===== src/rtl/add_sub_pkg.sv =====
// add_sub_pkg: op and FSM state encodings shared by the iterative adder/subtractor.
package add_sub_pkg;
    typedef enum logic [1:0] {OP_ADD = 2'd0, OP_SUB = 2'd1, OP_ADC = 2'd2, OP_SBC = 2'd3} op_e;
    typedef enum logic [1:0] {S_IDLE = 2'd0, S_CALC = 2'd1, S_DONE = 2'd2} state_e;
endpackage


===== src/rtl/add_sub_slice.sv =====
// add_sub_slice: combinational CHUNK-bit adder exposing the carry into its top bit.
module add_sub_slice #(
    parameter int CHUNK = 4
) (
    input  logic [CHUNK-1:0] a,
    input  logic [CHUNK-1:0] b,
    input  logic             cin,
    output logic [CHUNK-1:0] sum,
    output logic             cout,
    output logic             c_msb_in
);
    assign {cout, sum} = {1'b0, a} + {1'b0, b} + {{CHUNK{1'b0}}, cin};
    // carry into the top bit recovered from its sum bit, valid for any CHUNK >= 1
    assign c_msb_in = sum[CHUNK-1] ^ a[CHUNK-1] ^ b[CHUNK-1];
endmodule


===== src/rtl/add_sub_iter.sv =====
// add_sub_iter: multi-cycle add/sub, one CHUNK slice per clock, with C/V/Z/N flags.
module add_sub_iter
    import add_sub_pkg::*;
#(
    parameter int WIDTH = 16,
    parameter int CHUNK = 4
) (
    input  logic             clk,
    input  logic             rst,
    input  logic             in_valid,
    output logic             in_ready,
    input  logic [WIDTH-1:0] in_a,
    input  logic [WIDTH-1:0] in_b,
    input  logic [1:0]       in_op,
    input  logic             in_cin,
    output logic             out_valid,
    input  logic             out_ready,
    output logic [WIDTH-1:0] out_sum,
    output logic             out_c,
    output logic             out_v,
    output logic             out_z,
    output logic             out_n
);
    localparam int NSLICE = WIDTH / CHUNK;
    localparam int KW = (NSLICE > 1) ? $clog2(NSLICE) : 1;
    localparam logic [KW-1:0] KLAST = KW'(NSLICE - 1);

    if (WIDTH % CHUNK != 0) begin : g_bad_width
        $fatal(1, "add_sub_iter: WIDTH must be a multiple of CHUNK");
    end

    state_e           state_q, state_d;
    logic [KW-1:0]    k_q, k_d;
    logic             carry_q, carry_d;
    logic [WIDTH-1:0] a_q, a_d, b_q, b_d, sum_q, sum_d, out_sum_q, out_sum_d;
    logic             out_c_q, out_c_d, out_v_q, out_v_d, out_z_q, out_z_d, out_n_q, out_n_d;
    logic [CHUNK-1:0] sl_a, sl_b, sl_sum;
    logic             sl_cout, sl_cmsb, accept, calc, last, carry0;

    assign sl_a = a_q[k_q*CHUNK +: CHUNK];
    assign sl_b = b_q[k_q*CHUNK +: CHUNK];

    add_sub_slice #(.CHUNK(CHUNK)) u_slice (
        .a(sl_a), .b(sl_b), .cin(carry_q), .sum(sl_sum), .cout(sl_cout), .c_msb_in(sl_cmsb)
    );

    always_ff @(posedge clk or posedge rst) begin
        if (rst) begin
            state_q   <= S_IDLE;
            k_q       <= '0;
            carry_q   <= 1'b0;
            a_q       <= '0;
            b_q       <= '0;
            sum_q     <= '0;
            out_sum_q <= '0;
            out_c_q   <= 1'b0;
            out_v_q   <= 1'b0;
            out_z_q   <= 1'b0;
            out_n_q   <= 1'b0;
        end else begin
            state_q   <= state_d;
            k_q       <= k_d;
            carry_q   <= carry_d;
            a_q       <= a_d;
            b_q       <= b_d;
            sum_q     <= sum_d;
            out_sum_q <= out_sum_d;
            out_c_q   <= out_c_d;
            out_v_q   <= out_v_d;
            out_z_q   <= out_z_d;
            out_n_q   <= out_n_d;
        end
    end

    always_comb begin
        state_d = state_q;
        case (state_q)
            S_IDLE:  if (in_valid) state_d = S_CALC;
            S_CALC:  if (k_q == KLAST) state_d = S_DONE;
            S_DONE:  if (out_ready) state_d = S_IDLE;
            default: state_d = S_IDLE;
        endcase
    end

    assign accept = in_valid && (state_q == S_IDLE);
    assign calc   = (state_q == S_CALC);
    assign last   = calc && (k_q == KLAST);
    assign carry0 = (in_op == OP_ADD) ? 1'b0 : (in_op == OP_SUB) ? 1'b1 : in_cin;

    always_comb begin
        a_d     = accept ? in_a : a_q;
        b_d     = accept ? (in_op[0] ? ~in_b : in_b) : b_q;
        k_d     = (accept || last) ? '0 : calc ? k_q + KW'(1) : k_q;
        carry_d = accept ? carry0 : calc ? sl_cout : carry_q;
        sum_d   = accept ? '0 : sum_q;
        if (calc) sum_d[k_q*CHUNK +: CHUNK] = sl_sum;
        // results are published only when the final slice completes
        out_sum_d = last ? sum_d : out_sum_q;
        out_c_d   = last ? sl_cout : out_c_q;
        out_v_d   = last ? (sl_cmsb ^ sl_cout) : out_v_q;
        out_z_d   = last ? (sum_d == '0) : out_z_q;
        out_n_d   = last ? sum_d[WIDTH-1] : out_n_q;
    end

    assign in_ready  = (state_q == S_IDLE);
    assign out_valid = (state_q == S_DONE);
    assign out_sum   = out_sum_q;
    assign out_c     = out_c_q;
    assign out_v     = out_v_q;
    assign out_z     = out_z_q;
    assign out_n     = out_n_q;
endmodule


===== config.mk =====
export PLATFORM = sky130hd
export DESIGN_NAME = add_sub_iter
export DESIGN_NICKNAME = d
export VERILOG_FILES = /design/src/rtl/add_sub_pkg.sv /design/src/rtl/add_sub_slice.sv /design/src/rtl/add_sub_iter.sv
export SDC_FILE = /design/constraint.sdc
export NUM_CORES = 1
export LEC_CHECK = 0
export ABC_AREA = 1
export BUFFER_PORTS_ARGS = -buffer_cell sky130_fd_sc_hd__buf_2
export CORE_ASPECT_RATIO = 0.75
export CORE_UTILIZATION = 56
export DETAILED_ROUTE_END_ITERATION = 12
export PLACE_DENSITY_LB_ADDON = 0.15
export SYNTH_ARGS = -nofsm -noshare
export SYNTH_HDL_FRONTEND = slang
export SYNTH_SLANG_ARGS = --single-unit

===== constraint.sdc =====
create_clock -name clk -period 3.87 [get_ports clk]
set_clock_uncertainty 0.05 [all_clocks]
set_input_delay 0.774 -clock clk [delete_from_list [all_inputs] [get_ports clk]]
set_output_delay 0.774 -clock clk [all_outputs]
set_load 0.02 [all_outputs]

# After elaboration in Yosys (flattened, before gate mapping)
# Index checks and enable logic that the tools add are counted.
# Widths: inputs -> output; s select.
dict set report op_classes {
  n_bitwise 4
  n_reduce_logical 9
  mux 14
  n_eq_ne 7
  shifts 4
  add_sub_neg 4
}
# cell n
set op_table {}
lappend op_table {{$mux 16} 3}
lappend op_table {{$neg 4->34} 1}
lappend op_table {{$shift 4x34->16 const A} 1}
lappend op_table {{$shiftx 4x34->16} 1}
lappend op_table {{$shiftx 16x5->4} 2}
lappend op_table {{$bwmux 16} 1}
lappend op_table {{$logic_not 16->1} 1}
lappend op_table {{$not 16->16} 1}
lappend op_table {{$mux 2} 5}
lappend op_table {{$pmux 2 s3} 1}
lappend op_table {{$add 4x4->5} 1}
lappend op_table {{$add 5x1->5} 1}
lappend op_table {{$eq 2x1->1 const B} 2}
lappend op_table {{$eq 2x2->1 const B} 2}
lappend op_table {{$logic_not 2->1} 2}
lappend op_table {{$mux 1} 4}
lappend op_table {{$ne 2x1->1 const B} 2}
lappend op_table {{$reduce_bool 2->1} 2}
lappend op_table {{$reduce_and 3->1} 1}
lappend op_table {{$xor 1x1->1} 3}
lappend op_table {{$add 2x1->2 const B} 1}
lappend op_table {{$logic_and 1x1->1} 2}
lappend op_table {{$ne 2x2->1 const B} 1}
lappend op_table {{$logic_or 1x1->1} 1}
dict set report word_totals {
  output_inout_bits 22
  word_cells 53
  in_bits 39
  ff_bits 73
}

# Depth between registers and ports, before layout
# Gate-level depths: netlist of run 1.
dict set report depth {
  word_depth 7
  mapped_depth 19
  depth_no_buf 17
}

# Modules after synthesis
# Synthesis of run 1 repeated with hierarchy kept, for this count alone.
dict set report unflattened {
  cells_unflattened 437
  area_unflattened_um2 3578.4
}
# module area_each_um2 cells_per_inst instances seq_area_each_um2
set modules_own_cells {}
lappend modules_own_cells {add_sub_iter 3379.5 408 1 1801.7}
lappend modules_own_cells {add_sub_slice 198.9 29 1 0.0}

# Worst setup path after synthesis of run 1
# Ideal clock, no wire load.
dict set report synth_path {
  path_type {register to register}
  startpoint {reg k_q[0]}
  endpoint {reg out_v_q, in the netlist out_v}
  slack_ns 1.022
  path_stages_with_launch 18
  setup_time_ns 0.117
  path_buffers 2
  period_less_slack_ns 2.848
  t_arrival_ns 2.680
  t_required_ns 3.703
  path_cell_list {dfrtp_1 inv_2 buf_2 buf_1 o21ai_0 o22ai_1 fa_1 inv_1 fa_1 inv_1 a21oi_1 nor2_1 nor2_1 or2_2 nand2_1 nand3_1 nand3_1 nand2_1}
}
dict set report synth_via {
  elab_chain_len 6
  elab_cells_between_ends 9
  classes_between {add/sub: 2; eq/ne: 1; shift: 2; bitwise: 3; reduce/logical: 1}
}
# item line
set synth_lines {}
lappend synth_lines {{start: declaration} add_sub_iter.sv:33} ;# logic [KW-1:0] k_q, k_d;
lappend synth_lines {{start signal: assignment} add_sub_iter.sv:62} ;# k_q <= k_d;
lappend synth_lines {{$shiftx 16x5->4 (on tied branches)} {add_sub_iter.sv:40, add_sub_iter.sv:41}}
lappend synth_lines {{$add 4x4->5} add_sub_slice.sv:12} ;# assign {cout, sum} = {1'b0, a} + {1'b0, b} + {{CHUNK{1'b0}}, cin};
lappend synth_lines {{$add 5x1->5} add_sub_slice.sv:12}
lappend synth_lines {{$xor 1x1->1 (2 in series)} add_sub_slice.sv:14} ;# assign c_msb_in = sum[CHUNK-1] ^ a[CHUNK-1] ^ b[CHUNK-1];
lappend synth_lines {{$xor 1x1->1} add_sub_iter.sv:100} ;# out_v_d = last ? (sl_cmsb ^ sl_cout) : out_v_q;
lappend synth_lines {{end signal: assignment} add_sub_iter.sv:69} ;# out_v_q <= out_v_d;
lappend synth_lines {{end: declaration} add_sub_iter.sv:36} ;# logic out_c_q, out_c_d, out_v_q, out_v_d, out_z_q, out_z_d, out_n_q, out_n_d;
# Several ways; a longest one is shown, not always the timed one.
# A chain may end at the register's enable or synchronous reset.

# Worst setup path in the final report of run 1
dict set report layout_path {
  startpoint {reg k_q[1]}
  endpoint {reg out_z_q, in the netlist out_z}
}
dict set report layout_via {
  elab_chain_len 7
  elab_cells_between_ends 12
  classes_between {add/sub: 3; eq/ne: 1; shift: 4; mux: 2; reduce/logical: 2}
}
# item line
set layout_lines {}
lappend layout_lines {{$shiftx 16x5->4 (on tied branches)} {add_sub_iter.sv:40, add_sub_iter.sv:41}}
lappend layout_lines {{$add 4x4->5} add_sub_slice.sv:12}
lappend layout_lines {{$add 5x1->5} add_sub_slice.sv:12}
lappend layout_lines {{$shiftx 4x34->16} add_sub_iter.sv:96} ;# if (calc) sum_d[k_q*CHUNK +: CHUNK] = sl_sum;
lappend layout_lines {{$bwmux 16} add_sub_iter.sv:96}
lappend layout_lines {{$mux 16} add_sub_iter.sv:96}
lappend layout_lines {{$logic_not 16->1} add_sub_iter.sv:101} ;# out_z_d = last ? (sum_d == '0) : out_z_q;
lappend layout_lines {{end signal: assignment} add_sub_iter.sv:70} ;# out_z_q <= out_z_d;
lappend layout_lines {{end: declaration} add_sub_iter.sv:36}
# Several ways; a longest one is shown, not always the timed one.

==> results.md, run 1 <==
* Post-synth top area share at 0.508
* CTS Buf Count at 9
* Prevailing post-synth register cell: dfrtp_1
* Synth Area per Inst at just over 8 sq um
* Area after DPL at 0.00388 sq mm
* Slew HR at 0.478
* GRT met1 Usage at 0.389
* WP data required at roughly 4.1 ns
* Hold_buf cts at 0
* I/O pins at just over 60
* RSZ-0062 raised after global routing: no
* Sequential fraction of design power at 0.334
* Worst setup margin at roughly 1.0 ns
* Clock share of power at 0.169
* Tmin final at about 2.9 ns
* Worst min-delay path category: register to register
* Max cap viols at 0
* Layout Nets at ~540
* Root buf cell: clkbuf_8
* Post-cts repair resize count at 0
* CTS Buffer Depth at 2
* # rows at 24
* Post-Syn Area at between 0.003 and 0.004 sq mm
* GR Util All Layers at 0.258
* Via count at a little under 3,000
* Met3 Track Usage GR at 0.0871
* Post-synth top cells: 160 x nand2_1, 72 x dfrtp_1, 35 x nand3_1
* Finished Cell Area at roughly 0.0041 sq mm
* Gate power share at 0.497
* Clock slew at reported path FFs at around 0.070 ns
* Mapped Nets at 483
* DPL Wire Length at between 5 and 6 mm
* Cell internal pwr at between 2 and 2.5 mW
* Antenna violations before repair at 0
* # DRC at 0
* Critical path launch point type: register
* CTS tree: yes
* Setup tns final at 0 ns
* Starting Density at 0.596
* Drt pass-1 iters at 5
* CP Max Fanout at 14
* Pre-CTS setup slack at 1.05 ns
* Critical Path End Type: register
* Post-synth ARST share at 1.00
* Remaining antenna violation count after routing at 0
* DIE HEIGHT at 70.9 microns
* Post-CTS setup buffers at 0
* Sw Share at 0.448
* Wirelength per Cell at 13.4 microns
* Share of cells above drive strength 1 at 0.182
* Largest area contributor in the netlist: dfrtp_1
* Full die area at 0.00666 sq mm
* Met2 Use GR at 0.354
* Status: completed
* Final Max Slew Viols at 0
* Global-route wire length before repair at 12.9 mm
* Port bufs at 60
* RePlAce Congestion at around 0.95
* Vias per inst at between 5 and 6
* # setup viols final at 0
* Largest net degree at the start of global routing at a little under 50
* Syn Inst Count at about 430
* Setup CP Type: register to register
* Die width at about 94 microns
* Core footprint at 0.00595 sq mm
* Worst slew pin tran at between 0.7 and 0.8 ns
* Power density over cell area at 928 mW/mm^2
* WL final at around 7.7 mm
* Achievable Freq at 348 MHz
* Area Growth Syn to Fin at 15.4%
* Clock Latency Late Sink at between 0.3 and 0.4 ns
* Yosys cell types at 32
* Synth Warn # at 0
* Htree depth at 3
* Final hold vios at 0
* Number of flops mapped to enable cells by yosys at 0
* Number of global-route vias before repair at approximately 2,700
* Min Hold Slack at ~0.43 ns
* Tcrit/Tclk final at 0.742
* Leak Pwr at around 2.2 nW
* Sinks on the clock net at between 70 and 80
* Net load switching power at about 1.7 mW
* Synthesized flop and latch total at 72
* Worst VDD drop at about 0.00044 V
* # diodes at 0
* Sequential-to-total area share from yosys stat at 0.508
* Busiest layer in global routing: met1
* Initial drt markers at 210
* Arrival @ worst endpoint at slightly above 3 ns
* Area contributors post-synth: dfrtp_1 51%, nand2_1 17%, nand3_1 4.9%
* Leading cell type by number of instances after synthesis: nand2_1
* Congestion Overflow GR at 0
## worst max-delay path: stages, from the launching register on
cell and delay, ns:
dfrtp_1 0.48, inv_1 0.36, o21ai_0 0.17, o22ai_1 0.19, fa_1 0.22, inv_1 0.05, fa_1 0.38, inv_1 0.08
nand2_1 0.05, nand2_1 0.10, inv_1 0.05, nand2_1 0.08, nand3_1 0.11, nor2_1 0.12, nand3_1 0.07, nor2_1 0.11
nand3_1 0.07, nand2_1 0.06
## through the flow
stage | power [mW] | std cells | utilization
3_5_place_dp | 3.13 | 556 | 0.652
3_3_place_gp | 3.09 | 556 | 0.652
5_1_grt | 4.15 | 572 | 0.688
6_report | 3.80 | 572 | 0.688
4_1_cts | 3.79 | 572 | 0.688
2_1_floorplan | 2.68 | 433 | -
## registers in the layout, summed over array words and instances (netlist names)
signal,count
a_q,16
b_q,16
out_sum,16
sum_q,16
k_q,2
state_q,2
carry_q,1
out_c,1
out_v,1
out_z,1
## path summary, 6_finish.rpt
kind                       slack [ns]  cells past startpoint         end  startpoint
max reg2reg                      1.00                     17       out_z      k_q[1]
max                              1.00                     17       out_z      k_q[1]
min                              0.43                      2  out_sum[1]  out_sum[1]
max in group asynchronous        2.35                      3  out_sum[0]         rst
min reg2reg                      0.43                      2  out_sum[1]  out_sum[1]
min in group asynchronous        0.45                      2       out_c         rst
## metal layers
layer / wire (microns) / vias up
met5: 0 / -
met4: 59 / 0
met3: 653 / 6
met2: 3200 / 126
met1: 3750 / 1338
li1: - / 1496
## cells by family (layout without fill, tap and decap cells)
logic type      after synthesis  in the layout  synth area share
compound gates               51             51            0.0801
fa+ha+maj                    11             11            0.0431
xor+xnor                     16             16            0.0395
simple gates                236            236             0.273
flops                        72             72             0.508
buf+inv                      47            108            0.0565
## power groups by stage
| stage | combinational, mW | sequential, mW | clock, mW |
|---|---|---|---|
| after CTS | 1.88 | 1.27 | 0.650 |
| after global placement | 1.82 | 1.27 | 0 |
| after floorplan | 1.37 | 1.31 | 0 |
| final | 1.89 | 1.27 | 0.641 |
| after global routing | 2.17 | 1.30 | 0.681 |
| after detailed placement | 1.86 | 1.27 | 0 |
## placed cells by master (no fill, tap or decap), types with 2 or more instances in the layout
| cell | n |
|---|---|
| nand2_1 | 160 |
| dfrtp_1 | 72 |
| buf_2 | 60 |
| nand3_1 | 35 |
| o21ai_0 | 32 |
| nor2_1 | 28 |
| inv_1 | 24 |
| xnor2_1 | 16 |
| clkbuf_8 | 10 |
| ha_1 | 9 |
| a21oi_1 | 5 |
| inv_2 | 4 |
| o22ai_1 | 4 |
| buf_4 | 4 |
| nor2_2 | 3 |
| o21ai_1 | 3 |
| nand4_1 | 3 |
| clkbuf_1 | 3 |
| nand2_2 | 2 |
| a32oi_1 | 2 |
| or2_2 | 2 |
| fa_1 | 2 |
| bufinv_16 | 2 |
## final cells by class
type / instances / area [sq um]
tap: 78 / 97.6
inverter: 28 / 105
multi-input combinational: 314 / 1540
timing repair buffer: 64 / 330
sequential: 72 / 1800
clock buffer: 13 / 149
clock inverter: 3 / 65.1
fill: 521 / 1850
(Power assumes the default switching activity.)
==> run 2, diff against run 1 <==
==> constraint.sdc (replaced) <==
create_clock -name clk -period 2.93 [get_ports clk]
set_clock_uncertainty 0.05 [all_clocks]
set_input_delay 0.586 -clock clk [delete_from_list [all_inputs] [get_ports clk]]
set_output_delay 0.586 -clock clk [all_outputs]
set_load 0.02 [all_outputs]
==> run 2 against run 1 <==
  * Non-clock buffer count is 7 higher
  * Total power is 36% higher
  * Largest cell class unchanged
  * Clock power is 36% higher
  * Critical path depth stayed put
  * Largest power group unchanged
  * Die area stayed put
  * Sequential share of layout area is 0.82 points lower
==> results.md, run 2 (same netlist as run 1, synthesis figures left out) <==
* Wirelength per Cell at 14.0 microns (was 13.4 microns)
* Htree depth at 3 (unchanged)
* Layout Nets at 546 (was 539)
* CTS Buffer Depth at 2 (unchanged)
* Clock Latency Late Sink at 0.34 ns (about the same)
* Power density over cell area at 1240 mW/mm^2 (was 928 mW/mm^2)
* DIE HEIGHT at 70.9 microns (unchanged)
* Area Growth Syn to Fin at 17.6% (was 15.4%)
* Slew HR at 0.582 (was 0.478)
* Worst slew pin tran at 0.627 ns (was 0.781 ns)
* Worst VDD drop at 0.000489 V (was 0.000440 V)
* Status: completed (unchanged)
* Placed Cells at 563 (was 556)
* Hold_buf cts at 0 (unchanged)
* Die width at 93.9 microns (unchanged)
* Final Util at 0.701 (was 0.688)
* Initial drt markers at 248 (was 210)
* Final non-filler cell total at 579 (was 572)
* WP data required at 3.16 ns (was 4.10 ns)
* Drt pass-1 iters at 4 (was 5)
* Full die area at 0.00666 sq mm (unchanged)
* Critical Path End Type: register (unchanged)
* DPL Wire Length at 5.72 mm (was 5.38 mm)
* Final hold vios at 0 (unchanged)
* Congestion Overflow GR at 0 (unchanged)
* Root buf cell: clkbuf_8 (unchanged)
* Tmin final at 2.73 ns (was 2.87 ns)
* Max cap viols at 0 (unchanged)
* Remaining antenna violation count after routing at 0 (unchanged)
* Global-route wire length before repair at 13.9 mm (was 12.9 mm)
* Setup CP Type: register to register (unchanged)
* GR Util All Layers at 0.275 (was 0.258)
* CTS tree: yes (unchanged)
* Tcrit/Tclk final at 0.931 (was 0.742)
* Share of cells above drive strength 1 at 0.206 (was 0.182)
* # diodes at 0 (unchanged)
* Clock slew at reported path FFs at 0.08 ns (was 0.07 ns)
* # setup viols final at 0 (unchanged)
* Post-cts repair resize count at 0 (unchanged)
* Largest net degree at the start of global routing at 33 (was 49)
* I/O pins at 61 (unchanged)
* Sinks on the clock net at 72 (unchanged)
* Number of global-route vias before repair at 2,905 (was 2,720)
* Antenna violations before repair at 0 (unchanged)
* Setup tns final at 0 ns (unchanged)
* Starting Density at 0.596 (unchanged)
* Power Total at 5.17 mW (was 3.80 mW)
* Most frequent cells in the layout: 158 x nand2_1, 72 x dfrtp_1, 60 x buf_2 (was 160 x nand2_1, 72 x dfrtp_1, 60 x buf_2)
* CTS Buf Count at 9 (unchanged)
* Critical path launch point type: register (unchanged)
* Port bufs at 60 (unchanged)
* Post-CTS setup buffers at 0 (unchanged)
* Worst min-delay path category: input port to asynchronous set/reset pin (was register to register)
* CP Max Fanout at 7 (was 14)
* RSZ-0062 raised after global routing: no (unchanged)
* Vias per inst at 5.21 (was 5.19)
* Achievable Freq at 367 MHz (was 348 MHz)
* WL final at 8.10 mm (was 7.66 mm)
* Commonest non-fill, non-tap cell in the layout: nand2_1 (unchanged)
* # DRC at 0 (unchanged)
* Via count at 3,015 (was 2,966)
* RePlAce Congestion at 0.930 (was 0.954)
* # rows at 24 (unchanged)
* Leak Pwr at 2.25 nW (was 2.21 nW)
* Core footprint at 0.00595 sq mm (unchanged)
* Arrival @ worst endpoint at 2.96 ns (was 3.10 ns)
* Final Max Slew Viols at 0 (unchanged)
## run 2: changes by cell type in the layout (fill, tap and decap cells not counted), sizes merged
cell / before / now
buf: 64 / 71
clkbuf: 13 / 11
clkinvlp: 0 / 2
## run 2: critical path: stages (launching register included)
cell and delay, ns:
dfrtp_1 0.45, buf_4 0.19, nor2_1 0.10, inv_1 0.05
a32oi_1 0.30, inv_1 0.10, fa_1 0.42, inv_1 0.08
nand2_1 0.05, nand2_1 0.10, inv_1 0.05, nand2_1 0.08
nand3_1 0.15, nor2_1 0.13, nand3_1 0.07, nor2_1 0.13
nand3_1 0.09, nand2_1 0.06
## run 2: routing by layer
layer / global-route usage / wire (microns) / up-vias
met5: 0 / 0 / -
met4: 0.0786 / 121 / 0
met3: 0.0785 / 592 / 12
met2: 0.388 / 3370 / 106
met1: 0.414 / 4010 / 1392
li1: - / - / 1505
## run 2: stage by stage
step	worst slack (ns)	instance area (sq um)	hold WS, ns
6_report	0.204	4170	0.245
5_1_grt	0.00240	4170	0.275
4_1_cts	0.189	4150	0.260
3_5_place_dp	0.230	3930	0.410
3_3_place_gp	0.308	3930	0.409
2_1_floorplan	0.0825	3540	0.394
## run 2: path summary, 6_finish.rpt
kind	cells past startpoint	slack, ns	endpoint	startpoint
min reg2reg	2	0.43	out_sum[6]	out_sum[6]
min	2	0.24	out_c	rst
max reg2reg	17	0.20	out_z	k_q[0]
max in group asynchronous	3	1.85	out_sum[8]	rst
min in group clk	2	0.37	state_q[1]	out_ready
max	17	0.20	out_z	k_q[0]
## run 2: power by group
group	leakage, nW	switching (mW)	internal [mW]
logic	1.21	1.72	0.905
registers	0.934	0.258	1.42
clock network	0.106	0.372	0.501
total	2.25	2.35	2.82
## run 2: layout make-up
class | instances | area, sq um
sequential | 72 | 1800
fill | 514 | 1780
multi-input combinational | 314 | 1550
timing repair buffer | 71 | 387
clock buffer | 11 | 141
inverter | 28 | 108
tap | 78 | 97.6
clock inverter | 5 | 80.1
==> run 3, diff against run 2 <==
--- a/config.mk
+++ b/config.mk
@@ -13,4 +13,5 @@
 export PLACE_DENSITY_LB_ADDON = 0.15
 export SYNTH_ARGS = -nofsm -noshare
 export SYNTH_HDL_FRONTEND = slang
+export SYNTH_HIERARCHICAL = 1
 export SYNTH_SLANG_ARGS = --single-unit
==> run 3 against run 2 <==
  * Flip-flop and latch count is the same
  * Synthesized cell count is 0.92% higher
  * Highest routed layer unchanged
  * Sequential share of layout area shrank 0.18 points
  * Largest power group unchanged
==> results.md, run 3 <==
* Wirelength per Cell at 13.8 microns (was 14.0 microns)
* CTS Buf Count at 9 (unchanged)
* Met2 Use GR at 0.370 (was 0.388)
* Synth Warn # at 6 (was 0)
* CP cell instances: buf_6 -> o21ai_1 -> o22ai_1 -> fa_1 -> inv_1 -> fa_1 -> xnor2_2 -> nand2_1 -> nor2_1 -> nand2_1 -> nand2_1 -> nor2_1 -> nand2_1 -> nor2_1 -> nand3_1 -> nand2_1 (was buf_4 -> nor2_1 -> inv_1 -> a32oi_1 -> inv_1 -> fa_1 -> inv_1 -> nand2_1 -> nand2_1 -> inv_1 -> nand2_1 -> nand3_1 -> nor2_1 -> nand3_1 -> nor2_1 -> nand3_1 -> nand2_1)
* Area Growth Syn to Fin at 17.0% (was 17.6%)
* Vias per inst at 5.26 (was 5.21)
* Number of global-route vias before repair at 2,787 (was 2,905)
* Remaining antenna violation count after routing at 0 (unchanged)
* Most frequent cells in the layout: 143 x nand2_1, 72 x dfrtp_1, 60 x buf_2 (was 158 x nand2_1, 72 x dfrtp_1, 60 x buf_2)
* Prevailing post-synth register cell: dfrtp_1 (unchanged)
* Area contributors post-synth: dfrtp_1 50%, nand2_1 15%, o21ai_0 6.3% (was dfrtp_1 51%, nand2_1 17%, nand3_1 4.9%)
* CP delay by family, top: simple AND/OR/NAND/NOR gates (unchanged)
* GR Util All Layers at 0.263 (was 0.275)
* CP Max Fanout at 24 (was 7)
* Met3 Track Usage GR at 0.0786 (was 0.0785)
* Commonest non-fill, non-tap cell in the layout: nand2_1 (unchanged)
* Share of cells above drive strength 1 at 0.198 (was 0.206)
* CTS tree: yes (unchanged)
* Final Max Slew Viols at 0 (unchanged)
* Htree depth at 3 (unchanged)
* # diodes at 0 (unchanged)
* Mapped Nets at 487 (was 483)
* Clock Latency Late Sink at 0.36 ns (was 0.34 ns)
* Achievable Freq at 368 MHz (was 367 MHz)
* Leak Pwr at 2.27 nW (was 2.25 nW)
* Final hold vios at 0 (unchanged)
* I/O pins at 61 (unchanged)
* Starting Density at 0.599 (was 0.596)
* Critical path launch point type: register (unchanged)
* Clock slew at reported path FFs at 0.08 ns (about the same)
* Leading cell type by number of instances after synthesis: nand2_1 (unchanged)
* Root buf cell: clkbuf_8 (unchanged)
* Number of flops mapped to enable cells by yosys at 0 (unchanged)
* GRT met1 Usage at 0.398 (was 0.414)
* Sequential-to-total area share from yosys stat at 0.503 (was 0.508)
* Worst VDD drop at 0.000654 V (was 0.000489 V)
* Post-synth top cells: 143 x nand2_1, 72 x dfrtp_1, 45 x o21ai_0 (was 160 x nand2_1, 72 x dfrtp_1, 35 x nand3_1)
* Power density over cell area at 1260 mW/mm^2 (was 1240 mW/mm^2)
* WL final at 8.03 mm (was 8.10 mm)
* Crit-path slowest cell: fa_1 (was dfrtp_1)
* Initial drt markers at 195 (was 248)
* Syn Inst Count at 437 (was 433)
* Yosys cell types at 29 (was 32)
* RePlAce Congestion at 0.869 (was 0.930)
* Layout Nets at 549 (was 546)
* Largest area contributor in the netlist: dfrtp_1 (unchanged)
* Cell mode on critical path: nand2_1
* DPL Wire Length at 5.62 mm (was 5.72 mm)
* Setup tns final at 0 ns (unchanged)
* # setup viols final at 0 (unchanged)
* Worst Path Buf+Inv at 2 (was 5)
* Slew HR at 0.702 (was 0.582)
* DIE HEIGHT at 71.2 microns (was 70.9 microns)
* Post-Syn Area at 0.00358 sq mm (was 0.00354 sq mm)
* Sinks on the clock net at 72 (unchanged)
* Tmin final at 2.72 ns (was 2.73 ns)
* # rows at 24 (unchanged)
* Setup CP Type: register to register (unchanged)
* Worst min-delay path category: input port to asynchronous set/reset pin (unchanged)
* Global-route wire length before repair at 13.3 mm (was 13.9 mm)
* Core footprint at 0.00598 sq mm (was 0.00595 sq mm)
* Arrival @ worst endpoint at 2.93 ns (was 2.96 ns)
* WP data required at 3.14 ns (was 3.16 ns)
* Port bufs at 60 (unchanged)
* Die width at 94.3 microns (was 93.9 microns)
* Busiest layer in global routing: met1 (unchanged)
* Post-synth top area share at 0.503 (was 0.508)
* Congestion Overflow GR at 0 (unchanged)
* Min Hold Slack at 0.234 ns (was 0.245 ns)
* Max incr delay on CP at 0.42 ns (was 0.45 ns)
* Drt pass-1 iters at 5 (was 4)
* Post-synth ARST share at 1.00 (unchanged)
* Full die area at 0.00672 sq mm (was 0.00666 sq mm)
* Worst slew pin tran at 0.448 ns (was 0.627 ns)
* Synth Area per Inst at 8.19 sq um (about the same)
* Antenna violations before repair at 0 (unchanged)
* Tcrit/Tclk final at 0.928 (was 0.931)
* CTS Buffer Depth at 2 (unchanged)
* Via count at 3,063 (was 3,015)
* Synthesized flop and latch total at 72 (unchanged)
* Critical Path End Type: register (unchanged)
* Status: completed (unchanged)
* # DRC at 0 (unchanged)
* Max cap viols at 0 (unchanged)
* Largest net degree at the start of global routing at 73 (was 33)
-- run 3: cell count changes after synthesis, sizes merged, moves of 3 or more --
cell	previous run	this run
nand2	162	145
o21ai	35	46
nor2	32	40
nand3	35	29
buf	13	8
clkbuf	6	11
inv	28	32
o22ai	4	8
xnor2	16	19
-- run 3: tightest hold or removal path, delay by kind of cell --
kind | cells | cell delay [ns]
buffers and inverters | 3 | 0.48
-- run 3: worst paths after layout --
| path | start | endpoint | slack, ns | cells past startpoint |
|---|---|---|---|---|
| max | k_q[0] | out_z | 0.21 | 16 |
| max in group asynchronous | rst | a_q[7] | 2.28 | 3 |
| min reg2reg | out_sum[5] | out_sum[5] | 0.43 | 2 |
| min | rst | out_sum[0] | 0.23 | 3 |
| min in group clk | out_ready | state_q[1] | 0.36 | 2 |
| max reg2reg | k_q[0] | out_z | 0.21 | 16 |
-- run 3: what timing repair did --
| action | CTS | global route |
|---|---|---|
| buffers inserted | 0 | 0 |
| resized for setup | 0 | 7 |
| endpoints found under the setup margin | 0 | 1 |
| hold buffers | 0 | 0 |
| hold endpoints to repair | 0 | 0 |
-- run 3: metrics by stage --
step	area, sq um	power, mW	setup WS, ns	util	std cells
after floorplan	3580	3.68	0.0143	-	437
after global placement	3970	4.27	0.297	0.664	566
after detailed placement	3970	4.36	0.165	0.664	566
after CTS	4170	5.20	0.149	0.698	582
after global routing	4190	5.71	-0.00391	0.701	582
final	4190	5.29	0.211	0.701	582
-- run 3: final cells by class --
cell class                 instances  area (sq um)
clock buffer                       9           124
clock inverter                     7          78.8
fill                             485          1790
inverter                          34           131
multi-input combinational        312          1560
sequential                        72          1800
tap                               78          97.6
timing repair buffer              70           392
-- run 3: routing by layer --
layer | share of wire | wire length [microns]
met3 | 0.066 | 527
met4 | 0.0098 | 79
met1 | 0.50 | 4040
met5 | 0 | 0
met2 | 0.42 | 3380
-- run 3: logic make-up after synthesis --
logic type      Yosys count  synth area share
simple gates            218             0.250
flops                    72             0.503
compound gates           64            0.0951
buf+inv                  53            0.0622
xor+xnor                 19            0.0465
fa+ha+maj                11            0.0427
-- run 3: where the power goes --
group          internal (mW)  switching [mW]  total, mW
Combinational           1.03            1.77       2.80
Sequential              1.41           0.265       1.67
Clock                  0.400           0.408      0.808
Total                   2.84            2.44       5.29
